[src/rtl/fft_tw_pkg.sv]
// Shared types, default sizing and the twiddle address formula for the FFT twiddle fetch sequencer.
package fft_tw_pkg;

    typedef enum logic [1:0] {
        IDLE  = 2'd0,
        RUN   = 2'd1,
        DRAIN = 2'd2
    } tw_state_e;

    localparam int ADDR_WIDTH_DEF = 5;
    localparam int LOG2N          = ADDR_WIDTH_DEF + 1;
    localparam int NHALF          = 2 ** ADDR_WIDTH_DEF;
    localparam int STAGE_W        = $clog2(ADDR_WIDTH_DEF + 1);

    // DIF twiddle index: keep the low (ADDR_WIDTH - s) bits of j, scale by 2**s; last stage collapses to 0
    function automatic logic [31:0] tw_addr(input logic [31:0] j, input logic [31:0] s, input int aw);
        logic [31:0] mask;
        mask    = (32'd1 << (32'(aw) - s)) - 32'd1;
        tw_addr = (j & mask) << s;
    endfunction

endpackage

[src/rtl/tw_addr_gen.sv]
// Butterfly/stage issue counters and ROM address generation for the twiddle fetch sequencer.
module tw_addr_gen #(
    parameter int ADDR_WIDTH = 5,
    localparam int STAGE_W   = $clog2(ADDR_WIDTH + 1)
) (
    input  logic                  clock,
    input  logic                  reset_n,
    input  logic                  advance,
    output logic [ADDR_WIDTH-1:0] addr,
    output logic [STAGE_W-1:0]    stage,
    output logic                  last,
    output logic                  fin
);
    import fft_tw_pkg::*;

    localparam int LOG2N_L = ADDR_WIDTH + 1;

    logic [ADDR_WIDTH-1:0] j_r;
    logic [STAGE_W-1:0]    s_r;
    logic                  last_s;
    logic                  fin_s;

    assign last_s = (j_r == {ADDR_WIDTH{1'b1}});
    assign fin_s  = last_s && (s_r == STAGE_W'(LOG2N_L - 1));

    // Counters return to stage 0 after the final issue so an idle sequencer presents address 0
    always_ff @(posedge clock or negedge reset_n) begin
        if (!reset_n) begin
            j_r <= {ADDR_WIDTH{1'b0}};
            s_r <= {STAGE_W{1'b0}};
        end else if (advance) begin
            j_r <= j_r + ADDR_WIDTH'(1);
            if (fin_s) begin
                s_r <= {STAGE_W{1'b0}};
            end else if (last_s) begin
                s_r <= s_r + STAGE_W'(1);
            end
        end
    end

    assign addr  = ADDR_WIDTH'(tw_addr(32'(j_r), 32'(s_r), ADDR_WIDTH));
    assign stage = s_r;
    assign last  = last_s;
    assign fin   = fin_s;

endmodule

[src/rtl/twiddle_fetch_sequencer.sv]
// Streams the twiddles of one radix-2 DIF FFT from a sync ROM; the ROM output register is the output stage.
// Optional IFFT_CONJ_EN adds an inverse input that conjugates every twiddle of the run.
module twiddle_fetch_sequencer #(
    parameter int ADDR_WIDTH = 5,
    parameter int DATA_WIDTH = 64,
    localparam int STAGE_W   = $clog2(ADDR_WIDTH + 1)
) (
    input  logic                  clock,
    input  logic                  reset_n,
    input  logic                  start,
`ifdef IFFT_CONJ_EN
    input  logic                  inverse,
`endif
    output logic                  busy,
    output logic                  done,
    output logic                  rom_en,
    output logic [ADDR_WIDTH-1:0] rom_addr,
    input  logic [DATA_WIDTH-1:0] rom_dout,
    output logic                  tw_valid,
    input  logic                  tw_ready,
    output logic [DATA_WIDTH-1:0] tw_data,
    output logic [STAGE_W-1:0]    tw_stage,
    output logic                  tw_last,
    output logic                  tw_end
);
    import fft_tw_pkg::*;

    localparam int HALF_W = DATA_WIDTH / 2;

    tw_state_e          state_r;
    logic               busy_r;
    logic               done_r;
    logic               tw_valid_r;
    logic [STAGE_W-1:0] tw_stage_r;
    logic               tw_last_r;
    logic               tw_end_r;
    logic               rom_en_s;
    logic [STAGE_W-1:0] stage_s;
    logic               last_s;
    logic               fin_s;

    // A new ROM read is issued only when the output register is empty or being drained this cycle
    assign rom_en_s = (state_r == RUN) && (!tw_valid_r || tw_ready);

    tw_addr_gen #(
        .ADDR_WIDTH (ADDR_WIDTH)
    ) u_addr_gen (
        .clock   (clock),
        .reset_n (reset_n),
        .advance (rom_en_s),
        .addr    (rom_addr),
        .stage   (stage_s),
        .last    (last_s),
        .fin     (fin_s)
    );

    // Run control: IDLE -> RUN until the final issue, DRAIN until the final beat is taken
    always_ff @(posedge clock or negedge reset_n) begin
        if (!reset_n) begin
            state_r <= IDLE;
            busy_r  <= 1'b0;
            done_r  <= 1'b0;
        end else begin
            done_r <= 1'b0;
            case (state_r)
                IDLE: begin
                    if (start) begin
                        state_r <= RUN;
                        busy_r  <= 1'b1;
                    end
                end
                RUN: begin
                    if (rom_en_s && fin_s) begin
                        state_r <= DRAIN;
                    end
                end
                DRAIN: begin
                    if (tw_valid_r && tw_ready) begin
                        state_r <= IDLE;
                        busy_r  <= 1'b0;
                        done_r  <= 1'b1;
                    end
                end
                default: begin
                    state_r <= IDLE;
                    busy_r  <= 1'b0;
                end
            endcase
        end
    end

    // Sideband travels with the ROM read so it stays aligned with rom_dout through stalls
    always_ff @(posedge clock or negedge reset_n) begin
        if (!reset_n) begin
            tw_valid_r <= 1'b0;
            tw_stage_r <= {STAGE_W{1'b0}};
            tw_last_r  <= 1'b0;
            tw_end_r   <= 1'b0;
        end else if (rom_en_s) begin
            tw_valid_r <= 1'b1;
            tw_stage_r <= stage_s;
            tw_last_r  <= last_s;
            tw_end_r   <= fin_s;
        end else if (tw_ready) begin
            tw_valid_r <= 1'b0;
        end
    end

`ifdef IFFT_CONJ_EN
    logic              inv_r;
    logic [HALF_W-1:0] im_neg_s;

    // Conjugate mode is captured once per run
    always_ff @(posedge clock or negedge reset_n) begin
        if (!reset_n) begin
            inv_r <= 1'b0;
        end else if ((state_r == IDLE) && start) begin
            inv_r <= inverse;
        end
    end

    assign im_neg_s = ~rom_dout[HALF_W-1:0] + HALF_W'(1);
    assign tw_data  = inv_r ? {rom_dout[DATA_WIDTH-1:HALF_W], im_neg_s} : rom_dout;
`else
    assign tw_data  = rom_dout;
`endif

    assign busy     = busy_r;
    assign done     = done_r;
    assign rom_en   = rom_en_s;
    assign tw_valid = tw_valid_r;
    assign tw_stage = tw_stage_r;
    assign tw_last  = tw_last_r;
    assign tw_end   = tw_end_r;

endmodule
[config.mk]
export PLATFORM = sky130hd
export DESIGN_NAME = twiddle_fetch_sequencer
export DESIGN_NICKNAME = d
export VERILOG_FILES = /design/src/rtl/fft_tw_pkg.sv /design/src/rtl/tw_addr_gen.sv /design/src/rtl/twiddle_fetch_sequencer.sv
export SDC_FILE = /design/constraint.sdc
export NUM_CORES = 1
export LEC_CHECK = 0
export CELL_PAD_IN_SITES_DETAIL_PLACEMENT = 1
export CELL_PAD_IN_SITES_GLOBAL_PLACEMENT = 2
export CORE_ASPECT_RATIO = 0.7
export CORE_MARGIN = 4
export CORE_UTILIZATION = 15
export CTS_BUF_LIST = sky130_fd_sc_hd__clkbuf_16
export DETAILED_ROUTE_END_ITERATION = 16
export GPL_TIMING_DRIVEN = 0
export PLACE_DENSITY_LB_ADDON = 0.1
export RECOVER_POWER = 25
export SLEW_MARGIN = 20
export SYNTH_ARGS = -nofsm -noshare
export SYNTH_HDL_FRONTEND = slang
export SYNTH_SLANG_ARGS = --single-unit
[constraint.sdc]
create_clock -name clock -period 3.19 [get_ports clock]
set_input_delay 0.638 -clock clock [delete_from_list [all_inputs] [get_ports clock]]
set_output_delay 0.638 -clock clock [all_outputs]
set_load 0.005 [all_outputs]
### Word-level counts from Yosys, hierarchy flattened

Cells that the tools add are included.
W data, S select, Z words.

* register bits: 18
* output and inout bits: 78
* logic and storage cells: 49

* add/sub/neg operators: 4
* eq/ne operators: 7
* shifts and indexed selects: 2
* mux-type cells: 13
* bitwise logic cells: 2
* reduce and logical (&&, ||, !) cells: 12

Operators with widths (number)
* $and A5 B32 Y32: 1
* $shl A1 B32 Y32 const A: 1
* $shl A32 B3 Y5: 1
* $sub A32 B1 Y32 const B: 1
* $mux W1: 6
* $mux W2: 3
* $mux W3: 2
* $pmux W2 S3: 1
* $reduce_and A3 Y1: 2
* $add A5 B1 Y5 const B: 1
* $eq A5 B5 Y1 const B: 1
* $logic_and A1 B1 Y1: 4
* $ne A2 B2 Y1 const B: 2
* $reduce_bool A2 Y1: 2
* $sub A3 B3 Y4 const A: 1
* $add A3 B1 Y3 const B: 1
* $eq A3 B3 Y1 const B: 1
* $pmux W1 S3: 1
* $eq A2 B1 Y1 const B: 1
* $eq A2 B2 Y1 const B: 1
* $logic_not A2 Y1: 1
* $ne A2 B1 Y1 const B: 1
* $reduce_and A2 Y1: 1
* $logic_not A1 Y1: 1
* 2 further kinds: 2

### Depth between registers and ports, before layout

* depth in word-level cells: 6
* depth in mapped cells: 10

### By module

A second synthesis with hierarchy kept.

* cells, all modules: 163
* area, all modules: 1514.0 um^2

Modules (own cells, without submodules)
* twiddle_fetch_sequencer: times used 1, cells each 91, area each 874.6 um^2, seq. area each 250.2 um^2
* tw_addr_gen: times used 1, cells each 72, area each 639.4 um^2, seq. area each 200.2 um^2

### Worst setup path before layout

Ideal clock, no wire load.

* path type: reg-to-output
* start: register u_addr_gen.s_r[1], in the netlist u_addr_gen.stage[1]
* end: output port rom_addr[2]
* data arrival time: 2.093 ns
* data required time: 2.552 ns
* setup slack: 0.459 ns
* stages on the path, launching flop included: 11
* path through: dfrtp_1 > clkbuf_1 > inv_2 > ha_1 > nor2_1 > nand2_1 > ha_1 > nand3b_1 > o21ai_1 > nor2_1 > a211oi_1

* longest elaborated chain between the ends: 5

RTL lines
* from (decl): RTL line tw_addr_gen.sv:19 `logic [STAGE_W-1:0] s_r;`
* from (signal assigned): RTL line tw_addr_gen.sv:30 `s_r <= {STAGE_W{1'b0}};`
* from (signal assigned): RTL line tw_addr_gen.sv:34 `s_r <= {STAGE_W{1'b0}};`
* from (signal assigned): RTL line tw_addr_gen.sv:36 `s_r <= s_r + STAGE_W'(1);`
* $sub A3 B3 Y4: RTL line fft_tw_pkg.sv:18 `mask = (32'd1 << (32'(aw) - s)) - 32'd1;`
* $shl A1 B32 Y32: RTL line fft_tw_pkg.sv:18
* $sub A32 B1 Y32: RTL line fft_tw_pkg.sv:18
* $and A5 B32 Y32: RTL line fft_tw_pkg.sv:19 `tw_addr = (j & mask) << s;`
* $shl A32 B3 Y5 (*): RTL line fft_tw_pkg.sv:19
* to (decl): RTL line twiddle_fetch_sequencer.sv:17 `output logic [ADDR_WIDTH-1:0] rom_addr,`

Every way passes the cells marked *; elsewhere a longest branch is shown, timed or not.

### Final worst setup path

Same ends and word-level chain as after synthesis.

==> results.py <==
metrics = {
    "clocking": {
        "htreeDepth": 1,
        "clockBufferDepth": 2,
        "clock_sinks": 18,
        "cts_tree": "done",
        "clk_pin_slew_ps": 60,
        "cts_buffers": 3,
        "cts_hold_buf": 0,
        "clk_latency_ps": 250,
        "cts-root-buf": "clkbuf_16",
    },
    "yosys": {
        "yosysTopAreaCellShare_pct": 31.4,
        "synthCells": 169,
        "syn_area_per_cell_sq_um": 9.05,
        "ys_types": 37,
        "yosysSeqAreaShare_pct": 29.4,
        "ys_seq_elements": 18,
        "yosysWarnings": 0,
        "syn_area_sq_um": 1530,
        "yosys.area.top_type": "buf_4",
        "synth_area_leaders": "buf_4 31%, dfrtp_1 29%, ha_1 6.5%",
        "syn-num-nets": 245,
    },
    "critical_path": {
        "crit_slowest_cell": "dfrtp_1",
        "crit_arrival_ps": 2420,
        "worstPathRequired_ps": 2550,
        "crit_type": "reg -> out",
        "rrSetupSlack_ps": 1430,
        "slowest_delay_ps": 380,
        "reg2reg_from": "u_addr_gen.j_r[0]",
        "cp-start-kind": "flop",
        "endpoint_kind": "output pin",
        "worstPathMaxFanout": 6,
        "r2r-end": "u_addr_gen.stage[2]",
        "r2r_cells": 6,
        "crit_chain": "clkbuf_8 -> inv_4 -> ha_1 -> nor2_2 -> nand2_2 -> ha_4 -> nand3b_1 -> o21ai_2 -> nor2_1 -> a211oi_2 -> clkdlybuf4s15_1",
    },
    "pwr": {
        "total_power_mw": 1.12,
        "powerDensity_nw_per_um2": 431,
        "peakVddDrop_v": 0.000197,
        "p_leak_nw": 1.18,
    },
    "global_routing": {
        "antenna_found_initial": 0,
        "use_met1_pct": 9.67,
        "met2_usage_pct": 11.7,
        "grt_pass1_wl_mm": 7.25,
        "grt_remaining_overflow": 0,
        "globalRoute.busiestLayer": "met2",
        "grtUsageTotal_pct": 7.59,
        "met3_usage_pct": 3.40,
        "grt_max_degree": 19,
        "grt_pass1_vias": 1403,
    },
    "hold_path": {
        "min-delay-start": "tw_stage[2]",
        "hold_end": "tw_stage[2]",
        "holdCritPathClass": "reg -> reg",
        "hold_depth": 2,
    },
    "finish": {
        "final_nets": 334,
        "multi_input_area_sq_um": 548,
        "n_antenna_cell": 0,
        "layout-drive-gt1-share_pct": 33.5,
        "area_growth_pct": 69.9,
        "regArea_sq_um": 450,
        "nFillCells": 1140,
    },
    "floorplan": {
        "initial_core_util_pct": 15.6,
        "design.core.area_sq_um": 9830,
        "dieArea_sq_um": 11900,
        "die_w_um": 129,
        "io_pins": 146,
        "num_rows": 30,
        "dieHeight_um": 92.5,
    },
    "timing": {
        "slew_headroom_pct": 40.2,
        "slew_viol_final": 0,
        "setup_viol": 0,
        "fmax_mhz": 328,
        "min_period_over_period_pct": 95.7,
        "hold_viol": 0,
        "finClkSkew_ps": 3.57,
        "rsz0062_at_grt": "false",
        "tns_ps": 0,
        "worst_pin_slew_ps": 894,
        "fin_ws_ps": 137,
        "min_period_ps": 3050,
    },
    "detailed_routing": {
        "avgViaCountPerCell": 3.61,
        "ant_nets": 0,
        "drt_iter0_markers": 27,
        "vias": 1388,
        "drt_pass1_iterations": 4,
        "routed_wirelength_mm": 4.82,
        "wire_per_inst_um": 12.5,
        "drcViolationCount": 0,
    },
    "job": {
        "maxCapViolations": 0,
    },
    "placed_design": {
        "hpwl_mm": 4.09,
        "io_buffers": 81,
        "pre_cts_slack_ps": -471,
        "place.gp.congestion": 0.698,
    },
    "outcome": {
        "status": "finished, final reports clean",
    },
}
-- per-stage QoR --
stage	cell area, sq um	util (%)	hold WS (ps)	instances
global placement	2500	25.4	464	378
CTS	2630	26.7	482	384
global route	2600	26.4	515	385
detailed placement	2500	25.4	472	378
finish	2600	26.4	473	385
floorplan	1530	-	342	169
-- critical path: cells and delay by family (launching register included) --
kind            cells  cell delay (ps)
simple gates        4              490
fa+ha+maj           2              510
buf+inv             3              460
compound gates      2              300
flops               1              380
-- repair_timing --
action / CTS / global route
buffers inserted: 2 / 1
pin swaps: 3 / 5
gates resized for setup: 16 / 3
setup endpoints to repair: 5 / 4
-- logic make-up (layout without fill, tap and decap cells) --
group	Yosys count	after routing	synth area share, %
xor+xnor	5	5	3.35
compound gates	20	20	8.10
simple gates	45	45	17.7
fa+ha+maj	8	8	6.54
flops	18	18	29.4
buf+inv	73	161	34.9
-- per-layer routing --
| layer | vias to the layer above | wire, um |
|---|---|---|
| met5 | - | 0 |
| met4 | 0 | 41 |
| met3 | 5 | 658 |
| met2 | 90 | 2070 |
| met1 | 630 | 2050 |
| li1 | 663 | - |
-- flip-flops by register name (all words and copies together) (netlist names), 2 cells and up --
| register | cells |
|---|---|
| state_r | 2 |
| u_addr_gen.j_r | 5 |
| u_addr_gen.stage | 3 |
| tw_stage | 3 |
-- power breakdown --
| group | internal [mW] | total [mW] | switching [mW] |
|---|---|---|---|
| combinational | 0.316 | 0.527 | 0.211 |
| clock | 0.167 | 0.260 | 0.0928 |
| sequential | 0.272 | 0.335 | 0.0632 |
-- layout by cell type, fill, tap and decap left out, types with 2 or more instances in the layout --
master / n
nand2_1: 22
o21ai_0: 4
xnor2_1: 5
o22ai_1: 2
a21oi_1: 2
inv_1: 2
nand3_1: 3
clkdlybuf4s50_1: 75
ha_1: 7
nor2b_1: 2
a31oi_1: 2
nor3_1: 3
clkdlybuf4s15_1: 2
buf_4: 67
nor2_1: 2
dfrtp_1: 18
dlygate4sd3_1: 2
clkbuf_16: 3
nand3b_1: 3
o21ai_1: 3
-- Yosys cell counts, drive strengths merged --
cell,instances
and2,1
dfrtp,18
a211oi,1
nand4,1
nand3b,3
buf,67
a31o,1
nand2b,1
a21oi,2
nor3b,2
xnor2,5
inv,5
nor2b,3
o21bai,1
o21ai,8
nand2,23
nand3,3
o22ai,2
nor2,4
and3,1
ha,8
nor3,3
a221oi,2
clkbuf,1
a31oi,2
a21o,1
-- layout make-up --
| type | count | share of cell area, % |
|---|---|---|
| repair buffers | 84 | 31.8 |
| multi-input cells | 78 | 21.1 |
| plain buffers | 68 | 19.7 |
| flip-flops and latches | 18 | 17.3 |
| well taps | 128 | 6.16 |
| clock buffers | 3 | 2.89 |
| inverters | 5 | 0.866 |
| clock inverters | 1 | 0.144 |
-- worst max-delay path by stage --
stage,start,endpoint,slack (ps),depth (start not counted)
floorplan,u_addr_gen.stage[1],rom_addr[2],460,10
global placement,u_addr_gen.stage[1],rom_addr[2],-520,11
detailed placement,u_addr_gen.stage[1],rom_addr[2],-470,11
CTS,u_addr_gen.stage[1],rom_addr[3],30,10
global route,u_addr_gen.stage[1],rom_addr[3],4,10
finish,u_addr_gen.stage[1],rom_addr[2],140,11
No activity file was read; power rests on OpenSTA's default activity.
==> patch 1: new RTL, config.mk and constraints unchanged <==
The option `IFFT_CONJ_EN` is turned on by a define.
--- a/src/rtl/twiddle_fetch_sequencer.sv
+++ b/src/rtl/twiddle_fetch_sequencer.sv
@@ -1,5 +1,7 @@
 // Streams the twiddles of one radix-2 DIF FFT from a sync ROM; the ROM output register is the output stage.
 // Optional IFFT_CONJ_EN adds an inverse input that conjugates every twiddle of the run.
+`define IFFT_CONJ_EN
+
 module twiddle_fetch_sequencer #(
     parameter int ADDR_WIDTH = 5,
     parameter int DATA_WIDTH = 64,
Ports: changed (added inverse); port bits go from 146 to 147. No check against the original RTL was run, so the function may have changed too.
==> patch 1 against the unedited design <==
Setup slack worse by 0.036 ns; design area grew 54%; routed wire length rose by 72%; clock power about the same; total power up 19%; non-clock buffer count rose by 31; sequential cell count grew 1; first-iteration DRC count is 33% higher; area after synthesis rose by 34%; critical path type unchanged; critical endpoint is now rom_addr[3]; largest cell class unchanged; largest power group unchanged; highest routed layer unchanged.
==> patch 1: results (changes against the unedited design) <==
| Metric | Value |
|---|---|
| Outcome | `completed (unchanged)` |
| Buffers, non-clock | `183 (was 152)` |
| Leakage power | `1.69 nW (was 1.18 nW)` |
| Hold_sp | `tw_end (was tw_stage[2])` |
| Compound-Gate Fraction of Synth Area | `17.3% (was 8.09%)` |
| R2r setup slk | `1.41 ns (was 1.43 ns)` |
| Seq. cell area | `475 um^2 (was 450 um^2)` |
| First-pass GRT wire length | `13200 um (was 7250 um)` |
| Post-synth top cells | `35 x xnor2_1, 33 x buf_4, 31 x nand2_1 (was 64 x buf_4, 22 x nand2_1, 18 x dfrtp_1)` |
| Post-DP Area | `3420 um^2 (was 2500 um^2)` |
| P_comb | `0.730 mW (was 0.527 mW)` |
| RePlAce Congestion | `0.684 (was 0.698)` |
| Detailed placement HPWL | `6580 um (was 4090 um)` |
| Multi-input gates | `172 (was 78)` |
| CP peak stage delay | `0.41 ns (was 0.38 ns)` |
| Rel. slew slack | `36.2% (was 40.2%)` |
| Smallest hold slack | `0.475 ns (was 0.473 ns)` |
| #FFs+latches synth | `19 (was 18)` |
| Arrival @ worst endpoint | `2.45 ns (was 2.42 ns)` |
| Post-synth cell types | `40 (was 37)` |
| Vias per inst | `3.98 (was 3.61)` |
| R2r endpoint | `state_r[1] (was u_addr_gen.stage[2])` |
| Post-synthesis mux area share | `0.550% (was 0%)` |
| Clock power share | `19.6% (was 23.2%)` |
| Share of layout cells above drive strength 1 | `33.9% (was 33.5%)` |
| Logic inverters | `8 (was 5)` |
## patch 1: layer usage
layer  global-route usage [%]  up-vias  wire length (um)
met3                     2.15        4               621
met2                     15.6       91              3430
met1                     15.2     1069              4200
li1                         -     1110                 -
met5                        0        -                 0
met4                     1.86        0                51
## patch 1: stage by stage
step,TNS (ns),util (%),cells
after floorplan,0,-,240
after global placement,-15.79,25.8,539
after detailed placement,-15.43,25.8,539
after CTS,-0.103,29.4,567
after global routing,-0.00236,30.2,571
final,0,30.2,571
## patch 1: how the worst max path moves through the flow
stage	endpoint	slack [ns]	from	cells past startpoint
3_3_place_gp	rom_addr[2]	-0.83	u_addr_gen.stage[1]	10
4_1_cts	tw_data[26]	-0.07	rom_dout[1]	9
6_report	rom_addr[3]	0.10	u_addr_gen.stage[1]	9
3_5_place_dp	rom_addr[2]	-0.84	u_addr_gen.stage[1]	10
5_1_grt	tw_data[6]	-0.002	inv_r	4
2_1_floorplan	rom_addr[2]	0.14	u_addr_gen.stage[1]	9
==> patch 2: new RTL, same settings <==
Made on the original files. Encoding of `tw_state_e`: now one-hot (3 bits for 3 states).
--- a/src/rtl/fft_tw_pkg.sv
+++ b/src/rtl/fft_tw_pkg.sv
@@ -1,10 +1,10 @@
 // Shared types, default sizing and the twiddle address formula for the FFT twiddle fetch sequencer.
 package fft_tw_pkg;
 
-    typedef enum logic [1:0] {
-        IDLE  = 2'd0,
-        RUN   = 2'd1,
-        DRAIN = 2'd2
+    typedef enum logic [2:0] {
+        IDLE  = 3'b001,
+        RUN   = 3'b010,
+        DRAIN = 3'b100
     } tw_state_e;
 
     localparam int ADDR_WIDTH_DEF = 5;
Behaviour: no difference found for any inputs over 10 cycles, from zero or initial values and one cycle with reset_n low; not proved beyond that.
==> patch 2 against the unedited design <==
Clock power about the same; clock skew increased by 0.0010 ns; sequential share of layout area increased by 0.12 points; sequential cell count increased by 1; area after synthesis increased by 5.8%; design area increased by 5.6%; setup slack improved by 0.023 ns; total power increased by 1.3%; via count increased by 8.3%; non-clock buffer count unchanged; combinational power decreased by 9.9%; routed wire length increased by 9.0%; critical path type unchanged; largest cell class unchanged.
==> patch 2: results (changes against the unedited design) <==
| Metric | Value |
|---|---|
| Diodes inserted | `0 (unchanged)` |
| 1st-pass router iterations | `3 (was 4)` |
| RePlAce Congestion | `0.693 (was 0.698)` |
| Worst-case clock skew | `0.00462 ns (was 0.00357 ns)` |
| Post-synth top cells | `65 x buf_4, 18 x dfrtp_1, 12 x nand2_1 (was 64 x buf_4, 22 x nand2_1, 18 x dfrtp_1)` |
| Leakage power | `1.24 nW (was 1.18 nW)` |
| Compound-Gate Fraction of Synth Area | `9.74% (was 8.09%)` |
| Vias in the first global route | `1609 (was 1403)` |
| Outcome | `completed (unchanged)` |
| Final net count | `340 (was 334)` |
| Post-DP Area | `2590 um^2 (was 2500 um^2)` |
| Post-CTS Repair Setup Buffers | `4 (was 2)` |
| Clk Latency, worst-skew pair | `0.25 ns (about the same)` |
| Post-Place Cells | `389 (was 378)` |
| Post-synth cell types | `45 (was 37)` |
| Arrival @ worst endpoint | `2.39 ns (was 2.42 ns)` |
| Gr usage total | `7.94% (was 7.59%)` |
| First-pass GRT wire length | `8210 um (was 7250 um)` |
| Wire length per cell | `13.2 um (was 12.5 um)` |
| Delay-heaviest family, CP | `simple AND/OR/NAND/NOR gates (was adder cells)` |
| CP peak stage delay | `0.42 ns (was 0.38 ns)` |
| Synth Area in Adders | `4.64% (was 6.54%)` |
| Largest net degree at the start of global routing | `20 (was 19)` |
| Clock-pin slew on the worst setup and hold paths | `0.06 ns (about the same)` |
| Initial DRC count | `45 (was 27)` |
| Syn Inst Count | `176 (was 169)` |
| Post-synthesis mux area share | `4.02% (was 0%)` |
| Net Count, Synth | `250 (was 245)` |
| Register area share after synthesis | `29.4% (about the same)` |
| Share of layout cells above drive strength 1 | `36.2% (was 33.5%)` |
| CP Max Fanout | `3 (was 6)` |
| Max reg flops | `5 (unchanged)` |
| Root buf cell | `clkbuf_16 (unchanged)` |
| VDD IR-drop max | `171 uV (was 197 uV)` |
| CTS Buffer Depth | `2 (unchanged)` |
| Worst min-delay path class | `flop to flop (unchanged)` |
| Dpl ws | `-0.353 ns (was -0.471 ns)` |
| Post-Synth XOR/XNOR Area | `2.16% (was 3.35%)` |
| Slew @ Worst Pin | `0.902 ns (was 0.894 ns)` |
| Synth area leaders | `buf_4 30%, dfrtp_1 28%, ha_1 4.6% (was buf_4 31%, dfrtp_1 29%, ha_1 6.5%)` |
| Detailed placement HPWL | `4360 um (was 4090 um)` |
| Vias | `1503 (was 1388)` |
| Non-filler cells, final | `397 (was 385)` |
| Slowest cell on crit path | `dfrtp_2 (was dfrtp_1)` |
| Post_cts resized | `12 (was 16)` |
patch 2: cell types whose count changed after synthesis, sizes merged, moves of 2 or more:
cell,before,now
nand2,23,14
mux2,0,4
a21oi,2,5
a221oi,2,0
and2b,0,2
ha,8,6
mux2i,0,2
nor4b,0,2
o21a,0,2
o22ai,2,0
or3b,0,2
xnor2,5,3
patch 2: kinds of logic (layout without fill, tap and decap cells):
kind of cell,count (synthesis),after routing
AO/OA/AOI/OAI,23,23
XOR/XNOR,4,4
adder cells (fa/ha/maj),6,6
buffers and inverters,72,161
flip-flops,19,19
multiplexers,6,6
AND/OR/NAND/NOR,46,46
patch 2: report_power, final:
group          switching [mW]  total (mW)  internal [mW]  leakage (nW)
Sequential             0.0935       0.400          0.307         0.238
Combinational           0.168       0.475          0.307         0.955
Clock                  0.0933       0.260          0.167        0.0423
Total                   0.355        1.14          0.781          1.24
patch 2: layout make-up:
class                           instances  area, um^2
Buffer                                 67         508
Clock buffer                            3        75.1
Clock inverter                          1        3.75
Fill cell                            1205        7690
Inverter                                5        18.8
Multi-Input combinational cell         85         664
Sequential cell                        19         479
Tap cell                              132         165
Timing Repair Buffer                   85         832
patch 2: path summary, 6_finish.rpt:
kind	from	cells after the start	end	slack, ns
max	u_addr_gen.stage[1]	10	rom_addr[3]	0.16
min	u_addr_gen.j_r[3]	1	u_addr_gen.j_r[3]	0.49
max reg2reg	u_addr_gen.j_r[0]	6	state_r[2]	1.31
min reg2reg	u_addr_gen.j_r[3]	1	u_addr_gen.j_r[3]	0.49
max in group asynchronous	reset_n	1	u_addr_gen.stage[0]	1.62
min in group asynchronous	reset_n	1	done	0.96
patch 2: layer usage:
metal,routed length (um),GRT usage [%],vias to the layer above
li1,-,-,710
met1,2410,10.4,683
met2,2130,12.0,108
met3,670,3.51,2
met4,42,1.82,0
met5,0,0,-
